`config.mk`:
```
export PLATFORM = sky130hd
export DESIGN_NAME = if_id_stage_flat
export DESIGN_NICKNAME = d
export VERILOG_FILES = /design/src/rtl/if_id_stage_if.sv /design/src/rtl/if_id_stage.sv /design/src/flat_wrapper.sv
export SDC_FILE = /design/constraint.sdc
export NUM_CORES = 1
export LEC_CHECK = 0
export ABC_AREA = 1
export CELL_PAD_IN_SITES_DETAIL_PLACEMENT = 2
export CELL_PAD_IN_SITES_GLOBAL_PLACEMENT = 2
export CORE_MARGIN = 2
export CORE_UTILIZATION = 26
export DETAILED_ROUTE_END_ITERATION = 10
export PLACE_DENSITY = 0.88
export RECOVER_POWER = 25
export SLEW_MARGIN = 20
export SYNTH_ARGS = -nofsm -noshare
export SYNTH_HDL_FRONTEND = slang
export SYNTH_SLANG_ARGS = --single-unit
```
`constraint.sdc`:
```
create_clock -name clock -period 2.5 [get_ports clock]
set_clock_uncertainty 0.1 [all_clocks]
set_input_delay 0.5 -clock clock [delete_from_list [all_inputs] [get_ports clock]]
set_output_delay 0.5 -clock clock [all_outputs]
set_load 0.005 [all_outputs]
```
`src/rtl/if_id_stage_if.sv`:
```
// Fetch/decode boundary bundle: instruction memory, EX redirect and
// hazard inputs, IF/ID register outputs and the ID/EX bubble.
interface if_id_stage_if #(
    parameter int CNT_W = 16
);
    logic [31:0]      pc_out;
    logic [31:0]      instr_in;
    logic             imem_ready;
    logic             ID_EX_MemRead;
    logic [4:0]       ID_EX_rt;
    logic             branch_taken_EX;
    logic [31:0]      branch_target_EX;
    logic             jump_EX;
    logic [31:0]      jump_target_EX;
    logic [31:0]      instr_ID;
    logic [31:0]      pc4_ID;
    logic             valid_ID;
    logic             id_ex_bubble;
    logic [CNT_W-1:0] stall_cycles;

    modport master (
        output pc_out,
        output instr_ID,
        output pc4_ID,
        output valid_ID,
        output id_ex_bubble,
        output stall_cycles,
        input  instr_in,
        input  imem_ready,
        input  ID_EX_MemRead,
        input  ID_EX_rt,
        input  branch_taken_EX,
        input  branch_target_EX,
        input  jump_EX,
        input  jump_target_EX
    );

    modport slave (
        input  pc_out,
        input  instr_ID,
        input  pc4_ID,
        input  valid_ID,
        input  id_ex_bubble,
        input  stall_cycles,
        output instr_in,
        output imem_ready,
        output ID_EX_MemRead,
        output ID_EX_rt,
        output branch_taken_EX,
        output branch_target_EX,
        output jump_EX,
        output jump_target_EX
    );
endinterface

```
`src/rtl/if_id_stage.sv`:
```
// PC register, IF/ID pipeline register, load-use detection and
// EX redirect for the 5-stage MIPS front end.
module if_id_stage #(
    parameter logic [31:0] RESET_PC = 32'h0000_0000,
    parameter int          CNT_W    = 16
) (
    input logic            clock,
    input logic            reset,
    if_id_stage_if.master  bus
);
    logic [31:0]      pc;
    logic [31:0]      pc4;
    logic [31:0]      instr;
    logic [31:0]      pc4_q;
    logic             valid;
    logic [CNT_W-1:0] cnt;

    logic        redirect;
    logic [31:0] target;
    logic        load_use;
    logic [4:0]  rs;
    logic [4:0]  rt;
    logic        stall;

    assign pc4      = pc + 32'd4;
    assign rs       = instr[25:21];
    assign rt       = instr[20:16];
    assign redirect = bus.branch_taken_EX | bus.jump_EX;
    assign target   = bus.branch_taken_EX ? bus.branch_target_EX
                                          : bus.jump_target_EX;

    assign load_use = valid & bus.ID_EX_MemRead
                    & (bus.ID_EX_rt != 5'd0)
                    & ((bus.ID_EX_rt == rs) | (bus.ID_EX_rt == rt));

    // Memory wait and load-use both cost a cycle; redirect overrides both.
    assign stall = (load_use | ~bus.imem_ready) & ~redirect;

    always_ff @(posedge clock or negedge reset) begin
        if (!reset) begin
            pc    <= RESET_PC;
            instr <= 32'd0;
            pc4_q <= 32'd0;
            valid <= 1'b0;
            cnt   <= '0;
        end else begin
            if (redirect) begin
                pc    <= target;
                instr <= 32'd0;
                valid <= 1'b0;
            end else if (load_use) begin
                pc    <= pc;
            end else if (!bus.imem_ready) begin
                instr <= 32'd0;
                valid <= 1'b0;
            end else begin
                instr <= bus.instr_in;
                pc4_q <= pc4;
                valid <= 1'b1;
                pc    <= pc4;
            end
            if (stall && (cnt != '1)) begin
                cnt <= cnt + 1'b1;
            end
        end
    end

    assign bus.pc_out       = pc;
    assign bus.instr_ID     = instr;
    assign bus.pc4_ID       = pc4_q;
    assign bus.valid_ID     = valid;
    assign bus.id_ex_bubble = redirect | load_use | ~valid;
    assign bus.stall_cycles = cnt;
endmodule
```
`src/flat_wrapper.sv`:
```
// flat-port wrapper written by rule: the top's interface ports become plain ports
module if_id_stage_flat 
#(
    parameter logic [31:0] RESET_PC = 32'h0000_0000,
    parameter int          CNT_W    = 16
)
  (clock, reset, bus_pc_out, bus_instr_ID, bus_pc4_ID, bus_valid_ID, bus_id_ex_bubble, bus_stall_cycles, bus_instr_in, bus_imem_ready, bus_ID_EX_MemRead, bus_ID_EX_rt, bus_branch_taken_EX, bus_branch_target_EX, bus_jump_EX, bus_jump_target_EX);
  if_id_stage_if #(.CNT_W(CNT_W)) bus_i ();
  input logic clock;
  input logic reset;
  output wire logic [$bits(bus_i.pc_out)-1:0] bus_pc_out;
  output wire logic [$bits(bus_i.instr_ID)-1:0] bus_instr_ID;
  output wire logic [$bits(bus_i.pc4_ID)-1:0] bus_pc4_ID;
  output wire logic [$bits(bus_i.valid_ID)-1:0] bus_valid_ID;
  output wire logic [$bits(bus_i.id_ex_bubble)-1:0] bus_id_ex_bubble;
  output wire logic [$bits(bus_i.stall_cycles)-1:0] bus_stall_cycles;
  input wire logic [$bits(bus_i.instr_in)-1:0] bus_instr_in;
  input wire logic [$bits(bus_i.imem_ready)-1:0] bus_imem_ready;
  input wire logic [$bits(bus_i.ID_EX_MemRead)-1:0] bus_ID_EX_MemRead;
  input wire logic [$bits(bus_i.ID_EX_rt)-1:0] bus_ID_EX_rt;
  input wire logic [$bits(bus_i.branch_taken_EX)-1:0] bus_branch_taken_EX;
  input wire logic [$bits(bus_i.branch_target_EX)-1:0] bus_branch_target_EX;
  input wire logic [$bits(bus_i.jump_EX)-1:0] bus_jump_EX;
  input wire logic [$bits(bus_i.jump_target_EX)-1:0] bus_jump_target_EX;
  assign bus_pc_out = bus_i.pc_out;
  assign bus_instr_ID = bus_i.instr_ID;
  assign bus_pc4_ID = bus_i.pc4_ID;
  assign bus_valid_ID = bus_i.valid_ID;
  assign bus_id_ex_bubble = bus_i.id_ex_bubble;
  assign bus_stall_cycles = bus_i.stall_cycles;
  assign bus_i.instr_in = bus_instr_in;
  assign bus_i.imem_ready = bus_imem_ready;
  assign bus_i.ID_EX_MemRead = bus_ID_EX_MemRead;
  assign bus_i.ID_EX_rt = bus_ID_EX_rt;
  assign bus_i.branch_taken_EX = bus_branch_taken_EX;
  assign bus_i.branch_target_EX = bus_branch_target_EX;
  assign bus_i.jump_EX = bus_jump_EX;
  assign bus_i.jump_target_EX = bus_jump_target_EX;
  if_id_stage #(.RESET_PC(RESET_PC), .CNT_W(CNT_W)) u_core (.clock(clock), .reset(reset), .bus(bus_i));
endmodule
```
==> results.py <==
metrics = {
    "worst_setup_path": {
        "crit_fanout": 3,
        "required_ns": 1.90,
        "cp-start-kind": "flop",
        "timing_worst_setup_path_type": "flop to output pin",
        "critPathCaptureType": "output pin",
        "cp_data_arrival_time_ns": 1.74,
    },
    "synthesis": {
        "seq_area_frac_synth_pct": 45.3,
        "ys_types": 31,
        "syn_avg_cell_area_sq_um": 7.37,
        "synth_area_sq_um": 6250,
        "synth_top_area_cell": "dfrtp_1",
        "synth_nets": 957,
        "synth_seq_cells": 113,
        "syn_inst": 848,
        "yosysTopAreaCellShare_pct": 45.3,
        "synth_area_leaders": "dfrtp_1 45%, nand2_1 22%, nor2_1 4.5%",
        "ys.warnings.count": 0,
    },
    "die": {
        "die_x_microns": 159,
        "core.rowCount": 56,
        "ios": 221,
        "die_y_microns": 159,
        "start_util_pct": 26.5,
        "core_area_sq_um": 23500,
        "dieArea_sq_um": 25300,
    },
    "sta": {
        "setup_viol": 0,
        "max_slew_margin_pct": -13.1,
        "timing_hold_violations_final": 0,
        "fmax_mhz": 427,
        "slew_violations": 114,
        "fin_crit_ns": 2.34,
        "tightest_slew_ns": 1.70,
        "period_share_pct": 93.7,
        "rsz0062_at_grt": "false",
    },
    "power": {
        "p_leak_nw": 4.41,
        "pwr-share-seq_pct": 37.2,
        "total_power_mw": 6.03,
        "p_comb_share_pct": 21.4,
        "swShare_pct": 29.1,
        "vdd_drop_max_mv": 0.342,
        "p_sw_mw": 1.75,
        "p_int_mw": 4.28,
        "power_density_nw_per_um2": 635,
        "pwr-share-clk_pct": 41.4,
    },
    "drt": {
        "drt-initial-drc-count": 256,
        "firstDrtPassIters": 4,
        "via_per_inst": 4.83,
        "vias": 6820,
        "routed_wirelength_microns": 27600,
        "wl_per_cell_microns": 19.5,
        "antenna_left": 0,
        "drc_errors": 0,
    },
    "clock_tree": {
        "h-tree-depth": 4,
        "insertion_delay_ns": 0.42,
        "cts_buffer_depth": 2,
        "cts_root_buf": "clkbuf_16",
        "cts-buffers-inserted": 17,
        "clkTransAtPathRegs_ns": 0.06,
        "cts_tree": "yes",
        "cts.sinks": 113,
    },
    "global_routing": {
        "track_usage_pct": 22.3,
        "grt_overflow": 0,
        "grt_pass1_wl_microns": 44200,
        "grt_antenna_before_repair": 0,
        "grt_pass1_vias": 7621,
        "grt_max_degree": 114,
    },
    "worst_hold_path": {
        "hp-class": "flop to flop",
    },
    "cells_and_area": {
        "drive_gt1_share_pct": 7.87,
        "area_delta_synth_final_pct": 52.0,
        "finalNetCount": 1189,
        "fin_util_pct": 40.3,
        "final.fill_count": 2764,
        "finalInstanceArea_sq_um": 9490,
    },
    "outcome": {
        "violations": "max-capacitance violations, max-slew violations",
        "outcome": "finished, violations left",
    },
    "place": {
        "io_buffers": 220,
        "place_area_sq_um": 8900,
        "dp_hpwl_microns": 20700,
        "gp_congestion": 0.853,
    },
    "run": {
        "maxCapViolations": 1,
    },
}
[cells by family after synthesis]
group | after synthesis | synth area share (%)
AND/OR/NAND/NOR | 532 | 36.1
flip-flops | 113 | 45.3
buffers and inverters | 101 | 7.57
AO/OA/AOI/OAI | 77 | 7.43
XOR/XNOR | 21 | 2.94
multiplexers | 2 | 0.321
adder cells (fa/ha/maj) | 2 | 0.401
[final cells by class]
type                            count  area, sq um  area share (%)
Multi-Input combinational cell    634         2950            31.1
Sequential cell                   113         2830            29.8
Timing Repair Buffer              247         2460            25.9
Clock buffer                       20          467            4.92
Tap cell                          319          399            4.21
Inverter                           67          254            2.68
Clock inverter                     12          134            1.41
Antenna cell                        1         2.50          0.0264
[path summary, 6_finish.rpt]
check                                                     from                                 to  slack [ns]  depth (start not counted)
max in group asynchronous                                reset   u_core.bus.pc4_ID[4]$_DFFE_PN0P_        0.67                          2
hold / removal               u_core.bus.pc4_ID[27]$_DFFE_PN0P_  u_core.bus.pc4_ID[27]$_DFFE_PN0P_        0.38                          2
hold reg to reg              u_core.bus.pc4_ID[27]$_DFFE_PN0P_  u_core.bus.pc4_ID[27]$_DFFE_PN0P_        0.38                          2
min in group asynchronous                                reset  u_core.bus.pc_out[16]$_DFFE_PN0P_        0.53                          2
setup reg to reg              u_core.bus.pc_out[2]$_DFFE_PN0P_  u_core.bus.pc_out[22]$_DFFE_PN0P_        0.28                         10
setup / recovery           u_core.bus.instr_ID[18]$_DFFE_PN0P_                   bus_id_ex_bubble        0.16                          9
[synth_stat cells]
| cell type | instances |
|---|---|
| o22a_1 | 3 |
| inv_4 | 1 |
| nand2_4 | 6 |
| a22oi_1 | 19 |
| ha_1 | 2 |
| nand3_1 | 44 |
| nand4_1 | 28 |
| xnor2_1 | 4 |
| buf_4 | 12 |
| nand2_1 | 359 |
| buf_2 | 6 |
| mux2i_1 | 2 |
| inv_1 | 59 |
| dfrtp_1 | 113 |
| inv_2 | 7 |
| buf_6 | 5 |
| o22ai_1 | 10 |
| o21ai_0 | 30 |
| or2_2 | 4 |
| nor2_1 | 75 |
| o21a_1 | 2 |
| a21oi_1 | 1 |
| nand3b_1 | 10 |
| nor2_2 | 2 |
| xor2_1 | 17 |
| o21ai_1 | 11 |
| clkbuf_1 | 10 |
| nand3_4 | 2 |
| nand2_2 | 2 |
| a21boi_0 | 1 |
| clkbuf_2 | 1 |
[routing by layer]
layer,vias to the layer above,track usage [%],routed length (microns)
met3,45,3.80,1360
met5,-,0,0
met4,0,8.64,803
li1,3180,-,-
met1,3417,28.0,11700
met2,178,38.4,13700
[power by group through the flow]
stage | logic, mW | clock network (mW) | registers (mW)
after floorplan | 0.445 | 0 | 2.24
after global placement | 1.25 | 0 | 2.26
after detailed placement | 1.31 | 0 | 2.27
after CTS | 1.32 | 2.54 | 2.25
after global routing | 1.43 | 2.61 | 2.28
final | 1.29 | 2.50 | 2.24
[critical path, cell delays in order (launching register included)]
cell and delay [ns]:
dfrtp_1 0.39, inv_1 0.09, nand2_1 0.06, nand2_1 0.05
nor2_1 0.12, nand3_1 0.14, nand2_4 0.11, nand2_4 0.05
nand3_1 0.09, clkdlybuf4s15_2 0.23
[flip-flops by register name, indices dropped and copies added, names as in the netlist]
signal	cells
u_core.bus.instr_ID	32
u_core.bus.pc4_ID	32
u_core.bus.pc_out	32
u_core.bus.stall_cycles	16
u_core.bus.valid_ID	1
[stage by stage]
step                      hold WS [ns]  setup WS (ns)  std cells  TNS [ns]
after global placement           0.367         -0.230       1379     -8.44
after floorplan                  0.104          0.418        848         0
final                            0.381          0.156       1413         0
after CTS                        0.111          0.116       1411         0
after detailed placement         0.372         -0.381       1379    -17.02
after global routing             0.411        0.00274       1412         0
[cells in the final DEF, fill, tap and decap left out, types with 3 or more instances in the layout]
| cell type | Yosys | layout |
|---|---|---|
| nand4_1 | 28 | 28 |
| o22ai_1 | 10 | 10 |
| xor2_1 | 17 | 17 |
| clkinv_4 | 0 | 3 |
| xnor2_1 | 4 | 4 |
| clkbuf_16 | 0 | 17 |
| o22a_1 | 3 | 3 |
| nand3b_1 | 10 | 10 |
| nor2_1 | 75 | 74 |
| clkinvlp_4 | 0 | 5 |
| a22oi_1 | 19 | 19 |
| clkdlybuf4s50_1 | 0 | 213 |
| o21ai_0 | 30 | 30 |
| inv_1 | 59 | 59 |
| inv_2 | 7 | 7 |
| buf_4 | 12 | 21 |
| o21ai_1 | 11 | 11 |
| nor2_2 | 2 | 3 |
| clkbuf_8 | 0 | 3 |
| nand3_1 | 44 | 44 |
| dfrtp_1 | 113 | 113 |
| or2_2 | 4 | 4 |
| dlygate4sd2_1 | 0 | 5 |
| buf_12 | 0 | 5 |
| nand2_4 | 6 | 6 |
| nand2_1 | 359 | 359 |
[what timing repair did]
action / CTS / global route
hold buffers: 0 / 0
pin swaps: 1 / 0
endpoints found under the setup margin: 1 / 1
setup buffers: 0 / 1
resized for setup: 8 / 0
Power figures use the tool's default switching activity.
